### src/rtl/serial_addsub_seq_if.sv
// Handshake and operand/result bundle for the bit-serial add/subtract sequencer.
// The master drives the request side; the slave (the sequencer) drives status and results.
interface serial_addsub_seq_if #(
    parameter int WIDTH = 8
) ();
    logic             start;
    logic             op_sub;
    logic [WIDTH-1:0] a;
    logic [WIDTH-1:0] b;
    logic             ready;
    logic             done;
    logic [WIDTH-1:0] result;
    logic             cout;
    logic             overflow;
    logic             zero;

    modport master (
        output start, op_sub, a, b,
        input  ready, done, result, cout, overflow, zero
    );

    modport slave (
        input  start, op_sub, a, b,
        output ready, done, result, cout, overflow, zero
    );
endinterface

### src/rtl/serial_addsub_seq.sv
// Bit-serial add/subtract sequencer: one full-adder cell reused over WIDTH cycles,
// LSB first, producing a WIDTH-bit sum/difference with carry, overflow and zero flags.
module serial_addsub_seq #(
    parameter int WIDTH = 8
) (
    input  logic                clk,
    input  logic                rst,
    serial_addsub_seq_if.slave  bus
);
    localparam int CNT_W = (WIDTH > 1) ? $clog2(WIDTH) : 1;

    typedef enum logic [1:0] {
        IDLE = 2'd0,
        RUN  = 2'd1,
        DONE = 2'd2
    } state_t;

    state_t           state_q, state_d;
    logic [CNT_W-1:0] cnt_q, cnt_d;
    logic [WIDTH-1:0] opa_q, opa_d;
    logic [WIDTH-1:0] opb_q, opb_d;
    logic [WIDTH-1:0] result_q, result_d;
    logic             carry_q, carry_d;
    logic             cout_q, cout_d;
    logic             ovf_q, ovf_d;
    logic             zero_q, zero_d;

    logic             sum_bit;
    logic             carry_out;
    logic [WIDTH-1:0] shifted;

    always_comb begin
        sum_bit   = opa_q[0] ^ opb_q[0] ^ carry_q;
        carry_out = (opa_q[0] & opb_q[0]) | (opa_q[0] & carry_q) | (opb_q[0] & carry_q);
        shifted   = {sum_bit, result_q[WIDTH-1:1]};

        state_d  = state_q;
        cnt_d    = cnt_q;
        opa_d    = opa_q;
        opb_d    = opb_q;
        result_d = result_q;
        carry_d  = carry_q;
        cout_d   = cout_q;
        ovf_d    = ovf_q;
        zero_d   = zero_q;

        case (state_q)
            IDLE: begin
                if (bus.start) begin
                    opa_d   = bus.a;
                    opb_d   = bus.op_sub ? ~bus.b : bus.b;
                    carry_d = bus.op_sub;
                    cnt_d   = '0;
                    state_d = RUN;
                end
            end
            RUN: begin
                result_d = shifted;
                opa_d    = opa_q >> 1;
                opb_d    = opb_q >> 1;
                carry_d  = carry_out;
                cnt_d    = cnt_q + CNT_W'(1);
                // On the MSB, carry_q is still the carry into the MSB.
                if (cnt_q == CNT_W'(WIDTH - 1)) begin
                    cout_d  = carry_out;
                    ovf_d   = carry_q ^ carry_out;
                    zero_d  = (shifted == '0);
                    state_d = DONE;
                end
            end
            DONE: begin
                state_d = IDLE;
            end
            default: begin
                state_d = IDLE;
            end
        endcase
    end

    always_ff @(posedge clk or posedge rst) begin
        if (rst) begin
            state_q  <= IDLE;
            cnt_q    <= '0;
            opa_q    <= '0;
            opb_q    <= '0;
            result_q <= '0;
            carry_q  <= 1'b0;
            cout_q   <= 1'b0;
            ovf_q    <= 1'b0;
            zero_q   <= 1'b0;
        end else begin
            state_q  <= state_d;
            cnt_q    <= cnt_d;
            opa_q    <= opa_d;
            opb_q    <= opb_d;
            result_q <= result_d;
            carry_q  <= carry_d;
            cout_q   <= cout_d;
            ovf_q    <= ovf_d;
            zero_q   <= zero_d;
        end
    end

    assign bus.ready    = (state_q == IDLE);
    assign bus.done     = (state_q == DONE);
    assign bus.result   = result_q;
    assign bus.cout     = cout_q;
    assign bus.overflow = ovf_q;
    assign bus.zero     = zero_q;
endmodule

### src/flat_wrapper.sv
// flat-port wrapper written by rule: the top's interface ports become plain ports
module serial_addsub_seq_flat 
#(
    parameter int WIDTH = 8
)
  (clk, rst, bus_start, bus_op_sub, bus_a, bus_b, bus_ready, bus_done, bus_result, bus_cout, bus_overflow, bus_zero);
  serial_addsub_seq_if #(.WIDTH(WIDTH)) bus_i ();
  input  logic clk;
  input  logic rst;
  input wire logic [$bits(bus_i.start)-1:0] bus_start;
  input wire logic [$bits(bus_i.op_sub)-1:0] bus_op_sub;
  input wire logic [$bits(bus_i.a)-1:0] bus_a;
  input wire logic [$bits(bus_i.b)-1:0] bus_b;
  output wire logic [$bits(bus_i.ready)-1:0] bus_ready;
  output wire logic [$bits(bus_i.done)-1:0] bus_done;
  output wire logic [$bits(bus_i.result)-1:0] bus_result;
  output wire logic [$bits(bus_i.cout)-1:0] bus_cout;
  output wire logic [$bits(bus_i.overflow)-1:0] bus_overflow;
  output wire logic [$bits(bus_i.zero)-1:0] bus_zero;
  assign bus_i.start = bus_start;
  assign bus_i.op_sub = bus_op_sub;
  assign bus_i.a = bus_a;
  assign bus_i.b = bus_b;
  assign bus_ready = bus_i.ready;
  assign bus_done = bus_i.done;
  assign bus_result = bus_i.result;
  assign bus_cout = bus_i.cout;
  assign bus_overflow = bus_i.overflow;
  assign bus_zero = bus_i.zero;
  serial_addsub_seq #(.WIDTH(WIDTH)) u_core (.clk(clk), .rst(rst), .bus(bus_i));
endmodule
### config.mk
export PLATFORM = sky130hd
export DESIGN_NAME = serial_addsub_seq_flat
export DESIGN_NICKNAME = d
export VERILOG_FILES = /design/src/rtl/serial_addsub_seq_if.sv /design/src/rtl/serial_addsub_seq.sv /design/src/flat_wrapper.sv
export SDC_FILE = /design/constraint.sdc
export NUM_CORES = 1
export LEC_CHECK = 0
export BUFFER_PORTS_ARGS = -buffer_cell sky130_fd_sc_hd__clkbuf_2
export CAP_MARGIN = 40
export CORE_ASPECT_RATIO = 1.4
export CORE_UTILIZATION = 50
export DETAILED_ROUTE_END_ITERATION = 16
export GPL_ROUTABILITY_DRIVEN = 0
export PLACE_DENSITY = 0.74
export SETUP_SLACK_MARGIN = 0.3
export SKIP_CTS_REPAIR_TIMING = 1
export SKIP_LAST_GASP = 1
export SLEW_MARGIN = 20
export SYNTH_ARGS = -nofsm -noshare
export SYNTH_HDL_FRONTEND = slang
export SYNTH_SLANG_ARGS = --single-unit
### constraint.sdc
create_clock -name clk -period 2.98 [get_ports clk]
set_input_delay 0.596 -clock clk [delete_from_list [all_inputs] [get_ports clk]]
set_output_delay 0.596 -clock clk [all_outputs]
set_load 0.005 [all_outputs]
==> out/qor.txt <==
Status: finished clean
Average size of a mapped cell: 9.91 um2
Cell variety after synth: 24
Die Area: 3340 um2
Num Clock Sinks: 33
Sequential share of power: 0.450
Remaining Overflow, GRT: 0
Routed Antenna Nets: 0
Clock power share: 0.208
Post-Syn Area: 1560 um2
Vias per inst: 5.50
Switching share of power: 0.366
CP Launch Type: flop
Worst R2R Start: u_core.state_q[0]
Post-synthesis async set-or-reset flop share: 1.00
Final Hold Viols: 0
P_sw: 651 uW
Multi-input logic area: 663 um2
Clock-pin slew on the worst setup and hold paths: 0.07 ns
Sequential share of the synthesized area: 0.531
Cells after Synth: 157
Slowest Stage Delay on Critical Path: 0.64 ns
Final net count: 211
Finish-stage setup viols: 0
Row count: 23
Final core occ: 0.626
# fillers: 251
Slew HR: 0.573
Post-synth top area share: 0.531
Syn Nets: 180
Leak: 0.000901 uW
Root buf cell: clkbuf_8
Drt total wl: 3.07 mm
Port-buffer cells: 32
DR vias: 1243
Critical-path maximum fanout: 16
Largest net degree at the start of global routing: 34
Critical path depth: 2
Top cells by area, synth: dfrtp_1, nand2_1, xnor2_1
Combinational share of power: 0.342
Total CTS buffers: 5
GRT Total Usage: 0.214
Pre-Repair DR Iteration Count: 4
Starting Density: 0.535
Flops & latches, synth: 33
Routed WL per cell: 13.6 um
RSZ-0062 raised after global routing: no
Max-slew violation count: 0
Seq. cell area: 826 um2
Finished Layout Cells: 226
Ys Warns: 0
CP Buf/Inv Count: 1
FMAX: 543 MHz
Final HPWL DP: 2.10 mm
Initial antenna violation count: 0
Setup TNS: 0 ns
DR iter-0 viols: 28
Slew @ Worst Pin: 0.639 ns
CP cell instances: nor2b_1 > clkbuf_2
CTS tree: built
Fin crit period: 1.84 ns
Worst hold path class: input port to asynchronous set/reset pin
VDD IR max: 0.000489 V
Worst reg-to-reg path cell count: 4
CTS Buffer Depth: 2
Layout cells sized above 1: 0.233
H-tree depth: 2
Post-route DRC: 0
Tcrit/Tclk final: 0.618
Post-synth EDFFs: 0
Slowest CP cell: dfrtp_1
Post-synth top flop: dfrtp_1
Post-placement cell count: 218
Clock latency on the worst-skew pair: 0.29 ns
Worst EP arrival: 1.25 ns
P&R area growth vs syn: 17.0%
Die Height: 68.0 um
Crit Path Class: flop to output port
Clock skew: 0.00636 ns
N_diodes: 0
First-pass GRT wire length: 5.21 mm
Internal Power: 1130 uW
Vias in the first global route: 1154
CP startpoint: u_core.state_q[1]
Die X: 49.1 um
Core footprint: 2910 um2
Maxcap violations: 0
Crit end category: output port
Top Ports: 33
Req. time, crit path: 2.38 ns
CP delay by family, top: flip-flops
Synth top cells by count: dfrtp_1, nand2_1, nor2b_1
Cell taking the most area after synthesis: dfrtp_1
PwrDens: 977 nW/um2
[routing by layer]
layer  up-vias  track usage  wire (um)  share of wire
li1        602            -          -              -
met1       592        0.256       1330           0.43
met2        42        0.358       1530           0.50
met3         7       0.0489        152          0.049
met4         0        0.114         59          0.019
met5         -            0          0              0
[flip-flops by register name, summed over array words and instances, names as in the netlist]
name	flops
u_core.bus.cout	1
u_core.state_q	2
u_core.bus.zero	1
u_core.opb_q	8
u_core.bus.overflow	1
u_core.cnt_q	3
u_core.carry_q	1
u_core.bus.result	8
u_core.opa_q	8
[worst min-delay path: cells and delay by family]
family   cells  cell delay, ns
buf+inv      3            0.48
[layout by cell type, fill, tap and decap left out, types with 4 or more instances in the layout]
cell type	synthesis	routed
clkbuf_8	0	7
a221o_1	7	7
xnor2_1	9	9
nor2b_1	11	11
nand2_1	33	33
nor2_1	8	8
o21ai_0	4	4
dfrtp_1	33	33
a22oi_1	8	8
clkbuf_2	0	32
o21ai_1	9	9
a21oi_1	8	8
nand3_1	5	5
[layout make-up]
| class | instances | share of cell area |
|---|---|---|
| sequential | 33 | 0.454 |
| multi-input combinational | 112 | 0.365 |
| timing repair buffer | 34 | 0.0963 |
| clock buffer | 7 | 0.0530 |
| tap | 37 | 0.0254 |
| inverter | 2 | 0.00413 |
| clock inverter | 1 | 0.00275 |
[metrics by stage]
step | total power (uW) | worst slack, ns | hold WS, ns | instance area, um2
after floorplan | 1240 | 1.54 | 0.466 | 1560
after global placement | 1390 | 1.29 | 0.459 | 1720
after detailed placement | 1420 | 1.20 | 0.479 | 1720
after CTS | 1790 | 1.14 | 0.378 | 1820
after global routing | 1930 | 1.00 | 0.423 | 1820
final | 1780 | 1.14 | 0.364 | 1820
[cell families after synthesis]
| kind of cell | share of synthesized area |
|---|---|
| AO/OA/AOI/OAI | 0.156 |
| XOR/XNOR | 0.0507 |
| adder cells (fa/ha/maj) | 0.0290 |
| buffers and inverters | 0.0426 |
| flip-flops | 0.531 |
| multiplexers | 0.00724 |
| AND/OR/NAND/NOR | 0.183 |
[worst paths after layout]
kind                                        endpoint  slack, ns
max in group asynchronous       u_core.bus.result[2]       2.32
min in group clk                 u_core.bus.overflow       0.49
worst max register to register       u_core.opa_q[2]       1.17
worst min register to register   u_core.bus.overflow       0.49
worst min-delay path                 u_core.bus.zero       0.36
worst max-delay path                        bus_done       1.14
[power by group through the flow]
stage / logic (uW) / clock network, uW / registers (uW)
2_1_floorplan: 482 / 0 / 756
3_3_place_gp: 592 / 0 / 796
3_5_place_dp: 613 / 0 / 805
4_1_cts: 613 / 377 / 798
5_1_grt: 707 / 399 / 825
6_report: 608 / 370 / 799
Note: power is estimated with default switching activity, not from simulation.
